## src/rtl/csel_addsub_pipe.sv

```systemverilog
// csel_addsub_pipe
//
// Pipelined carry-select adder/subtractor with ALU flags.
// The WIDTH-bit operation is split into NB = WIDTH/BLOCK groups. Each group
// computes two sums: one with carry-in 0 and one with carry-in 1. The carry
// coming out of the previous group picks one of them.
// The groups are spread over L = ceil(NB/BPS) register stages. Stage k
// resolves groups k*BPS .. min((k+1)*BPS, NB)-1. Operand slices that are not
// yet resolved are skewed forward alongside the partial result.
// All stages advance together under one valid/ready handshake.
//
// Ports
//   clk        clock, all state on the rising edge
//   rst        synchronous active-high reset
//   in_valid   operand beat present
//   in_ready   beat can be accepted this cycle (combinational from out_ready)
//   a, b       WIDTH-bit two's-complement operands
//   cin        carry (ADC) / borrow (SBB) input
//   op         00 ADD, 01 ADC, 10 SUB, 11 SBB
//   out_valid  result beat present
//   out_ready  consumer takes the result this cycle
//   sum        WIDTH-bit result
//   c, v, z, n carry out of MSB, signed overflow, zero, negative
//
// WIDTH must be a multiple of BLOCK.

module csel_addsub_pipe #(
  parameter int WIDTH = 16,
  parameter int BLOCK = 4,
  parameter int BPS   = 2
) (
  input  logic             clk,
  input  logic             rst,
  input  logic             in_valid,
  output logic             in_ready,
  input  logic [WIDTH-1:0] a,
  input  logic [WIDTH-1:0] b,
  input  logic             cin,
  input  logic [1:0]       op,
  output logic             out_valid,
  input  logic             out_ready,
  output logic [WIDTH-1:0] sum,
  output logic             c,
  output logic             v,
  output logic             z,
  output logic             n
);

  localparam int NB = WIDTH / BLOCK;
  localparam int L  = (NB + BPS - 1) / BPS;

  // Per-stage registers. Stage L-1 is the output stage.
  logic [L-1:0]     vld_q, vld_d;
  logic [L-1:0]     cy_q, cy_d;
  logic [WIDTH-1:0] a_q   [L];
  logic [WIDTH-1:0] a_d   [L];
  logic [WIDTH-1:0] bp_q  [L];
  logic [WIDTH-1:0] bp_d  [L];
  logic [WIDTH-1:0] sum_q [L];
  logic [WIDTH-1:0] sum_d [L];
  logic             v_q, v_d;
  logic             z_q, z_d;
  logic             n_q, n_d;

  logic             en;
  logic [WIDTH-1:0] bp_in;
  logic             c0;

  // Working values while one stage is being evaluated.
  logic             st_vld;
  logic             st_cy;
  logic [WIDTH-1:0] st_a;
  logic [WIDTH-1:0] st_bp;
  logic [WIDTH-1:0] st_sum;
  logic [BLOCK:0]   blk_lo;
  logic [BLOCK:0]   blk_hi;

  // One global advance: the whole pipe either moves or holds.
  assign en       = !vld_q[L-1] || out_ready;
  assign in_ready = en;

  // Effective B operand and carry-in.
  // SBB takes cin as a borrow, so the adder's carry-in is its inverse.
  always_comb begin
    bp_in = op[1] ? ~b : b;
    case (op)
      2'b00:   c0 = 1'b0;
      2'b01:   c0 = cin;
      2'b10:   c0 = 1'b1;
      default: c0 = ~cin;
    endcase
  end

  always_comb begin
    st_vld = 1'b0;
    st_cy  = 1'b0;
    st_a   = '0;
    st_bp  = '0;
    st_sum = '0;
    blk_lo = '0;
    blk_hi = '0;
    vld_d  = '0;
    cy_d   = '0;
    v_d    = 1'b0;
    z_d    = 1'b0;
    n_d    = 1'b0;
    for (int k = 0; k < L; k++) begin
      a_d[k]   = '0;
      bp_d[k]  = '0;
      sum_d[k] = '0;
    end

    for (int k = 0; k < L; k++) begin
      if (k == 0) begin
        st_vld = in_valid;
        st_a   = a;
        st_bp  = bp_in;
        st_sum = '0;
        st_cy  = c0;
      end else begin
        st_vld = vld_q[k-1];
        st_a   = a_q[k-1];
        st_bp  = bp_q[k-1];
        st_sum = sum_q[k-1];
        st_cy  = cy_q[k-1];
      end

      // Both group sums are formed independently of the incoming carry.
      // The carry only drives the select, so no ripple crosses a group.
      for (int j = 0; j < BPS; j++) begin
        if (k * BPS + j < NB) begin
          blk_lo = {1'b0, st_a[(k*BPS+j)*BLOCK +: BLOCK]}
                 + {1'b0, st_bp[(k*BPS+j)*BLOCK +: BLOCK]};
          blk_hi = {1'b0, st_a[(k*BPS+j)*BLOCK +: BLOCK]}
                 + {1'b0, st_bp[(k*BPS+j)*BLOCK +: BLOCK]}
                 + {{BLOCK{1'b0}}, 1'b1};
          if (st_cy) begin
            st_sum[(k*BPS+j)*BLOCK +: BLOCK] = blk_hi[BLOCK-1:0];
            st_cy                            = blk_hi[BLOCK];
          end else begin
            st_sum[(k*BPS+j)*BLOCK +: BLOCK] = blk_lo[BLOCK-1:0];
            st_cy                            = blk_lo[BLOCK];
          end
        end
      end

      vld_d[k] = st_vld;
      a_d[k]   = st_a;
      bp_d[k]  = st_bp;
      sum_d[k] = st_sum;
      cy_d[k]  = st_cy;

      if (k == L - 1) begin
        v_d = (st_a[WIDTH-1] == st_bp[WIDTH-1]) && (st_sum[WIDTH-1] != st_a[WIDTH-1]);
        z_d = ~|st_sum;
        n_d = st_sum[WIDTH-1];
      end
    end
  end

  always_ff @(posedge clk) begin
    if (rst) begin
      vld_q <= '0;
      cy_q  <= '0;
      v_q   <= 1'b0;
      z_q   <= 1'b0;
      n_q   <= 1'b0;
      for (int k = 0; k < L; k++) begin
        a_q[k]   <= '0;
        bp_q[k]  <= '0;
        sum_q[k] <= '0;
      end
    end else if (en) begin
      vld_q <= vld_d;
      cy_q  <= cy_d;
      v_q   <= v_d;
      z_q   <= z_d;
      n_q   <= n_d;
      for (int k = 0; k < L; k++) begin
        a_q[k]   <= a_d[k];
        bp_q[k]  <= bp_d[k];
        sum_q[k] <= sum_d[k];
      end
    end
  end

  assign out_valid = vld_q[L-1];
  assign sum       = sum_q[L-1];
  assign c         = cy_q[L-1];
  assign v         = v_q;
  assign z         = z_q;
  assign n         = n_q;

endmodule

```

## config.mk

```make
export PLATFORM = sky130hd
export DESIGN_NAME = csel_addsub_pipe
export DESIGN_NICKNAME = d
export VERILOG_FILES = /design/src/rtl/csel_addsub_pipe.sv
export SDC_FILE = /design/constraint.sdc
export NUM_CORES = 1
export LEC_CHECK = 0
export ABC_AREA = 1
export CAP_MARGIN = 20
export CORE_UTILIZATION = 38
export CTS_CLUSTER_DIAMETER = 200
export CTS_CLUSTER_SIZE = 8
export DETAILED_ROUTE_END_ITERATION = 10
export PLACE_DENSITY = 0.6
export SYNTH_ARGS = -nofsm -noshare
export SYNTH_HDL_FRONTEND = slang
export SYNTH_SLANG_ARGS = --single-unit
```

## constraint.sdc

```tcl
create_clock -name clk -period 3.2 [get_ports clk]
set_clock_uncertainty 0.2 [all_clocks]
set_input_delay 0.64 -clock clk [delete_from_list [all_inputs] [get_ports clk]]
set_output_delay 0.64 -clock clk [all_outputs]
set_load 0.01 [all_outputs]
```

==> results.py, run 1 <==
metrics = {
    "global_route": {
        "use_met2_pct": 29.07,
        "grt_use_met3_pct": 2.931,
        "grt_pass1_wl_um": 10560,
        "grt-ovfl-total": 0,
        "antenna_found_initial": 0,
        "grtUsageMet1_pct": 18.54,
        "grt_max_degree": 38,
        "grt_pass1_vias": 2388,
        "busiest_layer": "met2",
        "grt_usage_pct": 15.68,
    },
    "power": {
        "power_density_nw_per_um2": 455.8,
        "p_leak_nw": 1.823,
        "switchingPower_uw": 549.8,
        "internal-power_mw": 1.255,
        "comb_power_share_pct": 32.0,
        "ir_drop_mv": 0.2058,
        "sequentialPowerShare_pct": 43.3,
        "p_sw_share_pct": 30.46,
        "power_frac_clock_pct": 24.6,
    },
    "worst_setup_path": {
        "required_ns": 3.06,
        "startpoint_type": "primary input",
        "cp_top_family": "adder cells",
        "r2r_slack_ns": 0.58,
        "worst-setup-path-type": "in -> reg",
        "cp_max_fo": 7,
        "arrival_ns": 2.91,
        "cpPeakStageDelay_ns": 0.47,
        "critPathBufInv": 4,
        "crit_top_cell": "inv_1",
        "cp_cell_sequence": "clkdlybuf4s50_1 -> xor2_1 -> ha_1 -> inv_1 -> fa_1 -> inv_1 -> ha_1 -> inv_1 -> nor3_4 -> nand3_2 -> nand2_4 -> and3_1 -> nor3_2",
        "cp-end-kind": "flip-flop",
        "slowest_stage": "clkdlybuf4s50_1",
    },
    "sta": {
        "setup_viol": 0,
        "tightestPinTransition_ns": 0.4427,
        "period_needed_ns": 3.053,
        "slew_headroom_pct": 70.45,
        "clock.fmax_mhz": 327.5,
        "fin_crit_sh_pct": 95.41,
        "grt_setup_unrepaired": "no",
        "holdWs_ns": 0.2666,
        "drv_slew": 0,
        "hold_violations": 0,
    },
    "cts": {
        "cts_tree": "built",
        "clkTransAtPathRegs_ns": 0.09,
        "worstSkewPairLatency_ns": 0.30,
        "cts_buffers": 5,
        "cts_setup_buffers": 0,
        "htree_levels": 2,
        "clock_sinks": 47,
        "clockBufferDepth": 2,
        "clock-root-buffer": "clkbuf_8",
    },
    "logic_synthesis": {
        "ys.flop_type": "edfxtp_1",
        "synth_nets": 403,
        "synthArstFlopShare_pct": 0,
        "synth_area_leaders": "edfxtp_1 (40%), ha_1 (8.2%), nand2_1 (7.7%)",
        "synth_edf_count": 40,
        "yosysSeqAreaShare_pct": 44.15,
        "syn_area_um2": 3038,
        "synth_top_area_share_pct": 39.54,
        "syn_inst": 340,
        "yosysTopAreaCell": "edfxtp_1",
        "avgSynthCellArea_um2": 8.935,
        "ys_seq_elements": 47,
        "ys_types": 35,
        "yosys_warnings": 0,
    },
    "hold_path": {
        "hold_class": "reg -> reg",
    },
    "detailed_routing": {
        "drcViolationCount": 0,
        "wl_per_cell_um": 11.64,
        "vias": 2386,
        "drt-total-wl_um": 6007,
        "ant_nets": 0,
        "drtIter0Drc": 59,
        "first_pass_iters": 4,
        "vias_per_cell": 4.624,
    },
    "status": {
        "outcome": "complete, no violations",
    },
    "floorplan": {
        "core.rowCount": 32,
        "num_io_pins": 61,
        "dieHeight_um": 91.41,
        "initial_core_util_pct": 39.31,
        "dieArea_um2": 8356,
        "design.core.area_um2": 7727,
        "die_width_um": 91.41,
    },
    "layout": {
        "most-common-layout-cells": "nand2_1 (61), clkdlybuf4s50_1 (59), inv_1 (53)",
        "fin_cells": 516,
        "drive_gt1_share_pct": 11.11,
        "fin_nets": 476,
        "finalCoreUtilization_pct": 51.25,
        "nFillCells": 740,
        "layout_commonest_cell": "nand2_1",
        "syn2layout_area_growth_pct": 30.35,
        "antenna_cells": 0,
    },
    "placed_design": {
        "place.port_buffers": 60,
        "hpwl_um": 4587,
        "gp_congestion": 0.7857,
        "placedCellCount": 508,
    },
    "run": {
        "cap_violations": 0,
    },
}
cell families (layout without fill, tap and decap cells):
kind of cell,count (synthesis),after routing,share of synthesized area [%]
AND/OR/NAND/NOR,156,156,25.58
XOR/XNOR,22,22,6.343
AO/OA/AOI/OAI,29,29,5.107
flip-flops,47,47,44.15
buffers and inverters,62,136,7.949
adder cells (fa/ha/maj),24,24,10.87
registers in the layout, summed over array words and instances (netlist names):
name,flops
a_q,8
n,1
vld_q,2
v,1
z,1
bp_q,8
sum_q,24
cy_q,2
layer usage:
metal  share of wire (%)  vias to the layer above
met1                  43                     1089
met2                  52                       46
met4                 1.0                        0
met5                   0                        -
met3                 3.9                        7
li1                    -                     1244
final cells by class:
cell class | count | area (µm²) | share of cell area, %
Clock buffer | 5 | 68.82 | 1.738
Clock inverter | 3 | 43.79 | 1.106
Inverter | 57 | 214.0 | 5.403
Multi-Input combinational cell | 231 | 1466 | 37.03
Sequential cell | 47 | 1341 | 33.87
Tap cell | 102 | 127.6 | 3.223
Timing Repair Buffer | 71 | 698.2 | 17.63
worst paths after layout:
path                          endpoint                     from  depth (start not counted)
max          sum_q[0][6]$_SDFFCE_PN0P_                     b[0]                         13
max reg2reg             z$_SDFFE_PP0P_  a_q[0][8]$_SDFFCE_PN0P_                         12
min                     z$_SDFFE_PP0P_           z$_SDFFE_PP0P_                          2
min reg2reg             z$_SDFFE_PP0P_           z$_SDFFE_PP0P_                          2
what timing repair did:
action | CTS | global route
hold buffers | 0 | 0
endpoints found under the setup margin | 0 | 5
gates resized for setup | 0 | 4
through the flow:
step | setup slack [ns] | power [mW] | setup TNS (ns) | area, µm²
global route | 0.02197 | 1.925 | 0 | 3960
global placement | -0.2408 | 1.361 | -0.9723 | 3834
floorplan | 0.05443 | 1.157 | 0 | 3040
detailed placement | -0.3283 | 1.373 | -1.451 | 3834
finish | 0.1470 | 1.805 | 0 | 3960
CTS | 0.005188 | 1.822 | 0 | 3946
synthesized netlist by cell type (4+ instances only):
library cell / instances
a21oi_1: 18
dfxtp_1: 7
edfxtp_1: 40
fa_1: 4
ha_1: 20
inv_1: 53
inv_2: 4
nand2_1: 62
nand2_2: 5
nand2_4: 6
nand3_1: 19
nand4_1: 4
nor2_1: 44
o21ai_0: 5
xnor2_1: 15
xor2_1: 7
power groups by stage:
stage,clock network (mW),registers (mW),logic (mW)
4_1_cts,0.458,0.784,0.580
5_1_grt,0.481,0.791,0.653
3_3_place_gp,0,0.796,0.565
2_1_floorplan,0,0.809,0.349
3_5_place_dp,0,0.797,0.576
6_report,0.445,0.782,0.578
worst reg2reg max path: cells and delay by family, from the launching register on:
| kind | cells | cell delay (ns) |
|---|---|---|
| fa+ha+maj | 3 | 1.02 |
| simple gates | 8 | 0.70 |
| flops | 1 | 0.40 |
| compound gates | 1 | 0.24 |
No activity file was read; power rests on OpenSTA's default activity.
==> run 2: changes to the inputs <==
- PLACE_DENSITY: 0.6 -> 0.58
- clock period: 3.2 -> 3.7 ns (I/O delays scaled with it)
==> run 2 against run 1 <==
Compared with the run above: sequential power decreased by 14%; die area unchanged; worst hold slack got worse by 0.0087 ns; first-iteration DRC count decreased by 24%; clock power decreased by 34%; clock-buffer cell count increased by 1; register-to-register slack improved by 0.53 ns; non-clock buffer count decreased by 7; worst setup slack improved by 0.23 ns; sequential cell count unchanged; highest routed layer unchanged.
==> results.py, run 2 (synthesis results as in run 1) <==
metrics = {
    "hold_path": {
        "min_to": "z$_SDFFE_PP0P_",
        "worstHoldStart": "z$_SDFFE_PP0P_",
        "hold_depth": 2,
        "hold_class": "reg -> reg",
    },
    "cts": {
        "cts_setup_buffers": 0,
        "htree_levels": 2,
        "clock-root-buffer": "clkbuf_8",
        "cts_buffers": 5,
        "clock_sinks": 47,
        "cts_tree": "built",
        "clockBufferDepth": 2,
        "cts_hold_buf": 0,
        "clkTransAtPathRegs_ns": 0.09,
        "ctsResizeCount": 0,
        "worstSkewPairLatency_ns": 0.30,
    },
    "layout": {
        "reg.largest.list": "sum_q (24), a_q (8), bp_q (8)",
        "fin_nets": 469,
        "syn2layout_area_growth_pct": 26.69,
        "largest_reg_flops": 24,
        "drive_gt1_share_pct": 8.354,
        "finalCoreUtilization_pct": 49.81,
        "max_flop_register": "sum_q",
        "layout_commonest_cell": "nand2_1",
        "stdcell_area_um2": 3849,
        "most-common-layout-cells": "nand2_1 (62), clkdlybuf4s50_1 (60), inv_1 (53)",
        "antenna_cells": 0,
    },
    "worst_setup_path": {
        "startpoint_type": "primary input",
        "required_ns": 3.53,
        "reg2regPathDepth": 12,
        "crit_top_cell": "inv_1",
        "cp_max_fo": 7,
        "reg2reg_from": "bp_q[0][8]$_SDFFCE_PN0P_",
        "slowest_stage": "clkdlybuf4s50_1",
        "cpPeakStageDelay_ns": 0.55,
        "cp-end-kind": "flip-flop",
        "worst-setup-path-type": "in -> reg",
        "cp_cell_sequence": "clkdlybuf4s50_1 -> xor2_1 -> ha_1 -> inv_1 -> fa_1 -> inv_1 -> ha_1 -> inv_1 -> nor3_4 -> nand2_1 -> nand2_1 -> nand2_2 -> a21oi_1 -> nor3_2",
        "reg2reg_to": "z$_SDFFE_PP0P_",
        "r2r_slack_ns": 1.11,
        "arrival_ns": 3.16,
    },
    "sta": {
        "setup_viol": 0,
        "hold_violations": 0,
        "clock.fmax_mhz": 300.6,
        "holdWs_ns": 0.2579,
        "tightestPinTransition_ns": 0.6492,
        "slew_headroom_pct": 56.66,
        "tns_ns": 0,
        "fin_crit_sh_pct": 89.92,
        "grt_setup_unrepaired": "no",
        "period_needed_ns": 3.327,
        "drv_slew": 0,
    },
    "status": {
        "outcome": "complete, no violations",
    },
    "global_route": {
        "grt_usage_pct": 15.22,
        "grt_pass1_vias": 2300,
        "grt-ovfl-total": 0,
        "grt_pass1_wl_um": 10170,
        "grt_max_degree": 37,
        "antenna_found_initial": 0,
    },
    "detailed_routing": {
        "drt-total-wl_um": 5809,
        "vias": 2345,
        "drtIter0Drc": 45,
        "drcViolationCount": 0,
        "vias_per_cell": 4.607,
        "first_pass_iters": 4,
        "ant_nets": 0,
        "wl_per_cell_um": 11.41,
    },
    "power": {
        "p_sw_share_pct": 31.00,
        "sequentialPowerShare_pct": 46.6,
        "internal-power_mw": 1.001,
        "switchingPower_uw": 449.4,
        "power_frac_clock_pct": 20.2,
        "power_density_nw_per_um2": 376.7,
        "p_leak_nw": 1.755,
        "ir_drop_mv": 0.1575,
        "comb_power_share_pct": 33.1,
    },
    "floorplan": {
        "dieHeight_um": 91.41,
        "num_io_pins": 61,
        "dieArea_um2": 8356,
        "initial_core_util_pct": 39.31,
        "core.rowCount": 32,
        "design.core.area_um2": 7727,
        "die_width_um": 91.41,
    },
    "placed_design": {
        "place_area_um2": 3769,
        "place.port_buffers": 60,
        "hpwl_um": 4441,
        "gp_congestion": 0.7835,
    },
    "run": {
        "cap_violations": 0,
    },
}
[run 2: routing by layer]
| metal | vias to the layer above | share of wire, % | global-route usage [%] |
|---|---|---|---|
| met5 | - | 0 | 0 |
| met1 | 1049 | 44 | 17.66 |
| met2 | 52 | 50 | 28.13 |
| met4 | 0 | 2.0 | 5.159 |
| met3 | 9 | 4.0 | 2.429 |
| li1 | 1235 | - | - |
[run 2: per-stage QoR]
stage	instances	worst slack, ns	power, mW
after detailed placement	501	0.03279	1.172
after global placement	501	0.1074	1.164
after global routing	509	0.1306	1.551
final	509	0.3729	1.450
after CTS	509	0.3549	1.465
after floorplan	340	0.3848	1.001
[run 2: how the worst max path moves through the flow]
stage,cells past startpoint,slack (ns),start,end
floorplan,15,0.38,op[1],sum_q[0][6]$_SDFFCE_PN0P_
global placement,14,0.11,op[1],sum_q[0][6]$_SDFFCE_PN0P_
detailed placement,14,0.03,op[1],sum_q[0][6]$_SDFFCE_PN0P_
CTS,14,0.35,op[1],sum_q[0][6]$_SDFFCE_PN0P_
global route,14,0.13,op[1],sum_q[0][6]$_SDFFCE_PN0P_
finish,14,0.37,op[1],sum_q[0][6]$_SDFFCE_PN0P_
[run 2: final cells by class]
type                            instances  area, µm²
Clock buffer                            6      72.57
Clock inverter                          2      7.507
Multi-Input combinational cell        231       1455
Inverter                               57      214.0
Sequential cell                        47       1341
Fill cell                             742       3879
Tap cell                              102      127.6
Timing Repair Buffer                   64      630.6
[run 2: critical path, delay by kind of cell]
family	cells	cell delay, ns
XOR/XNOR	1	0.16
buffers and inverters	4	0.74
AO/OA/AOI/OAI	1	0.18
AND/OR/NAND/NOR	5	0.55
adder cells (fa/ha/maj)	3	0.78
[run 2: power by group through the flow]
| stage | logic, mW | registers, mW | clock network, mW |
|---|---|---|---|
| global route | 0.547 | 0.686 | 0.317 |
| CTS | 0.485 | 0.678 | 0.301 |
| detailed placement | 0.482 | 0.690 | 0 |
| global placement | 0.476 | 0.688 | 0 |
| floorplan | 0.301 | 0.699 | 0 |
| finish | 0.480 | 0.676 | 0.293 |
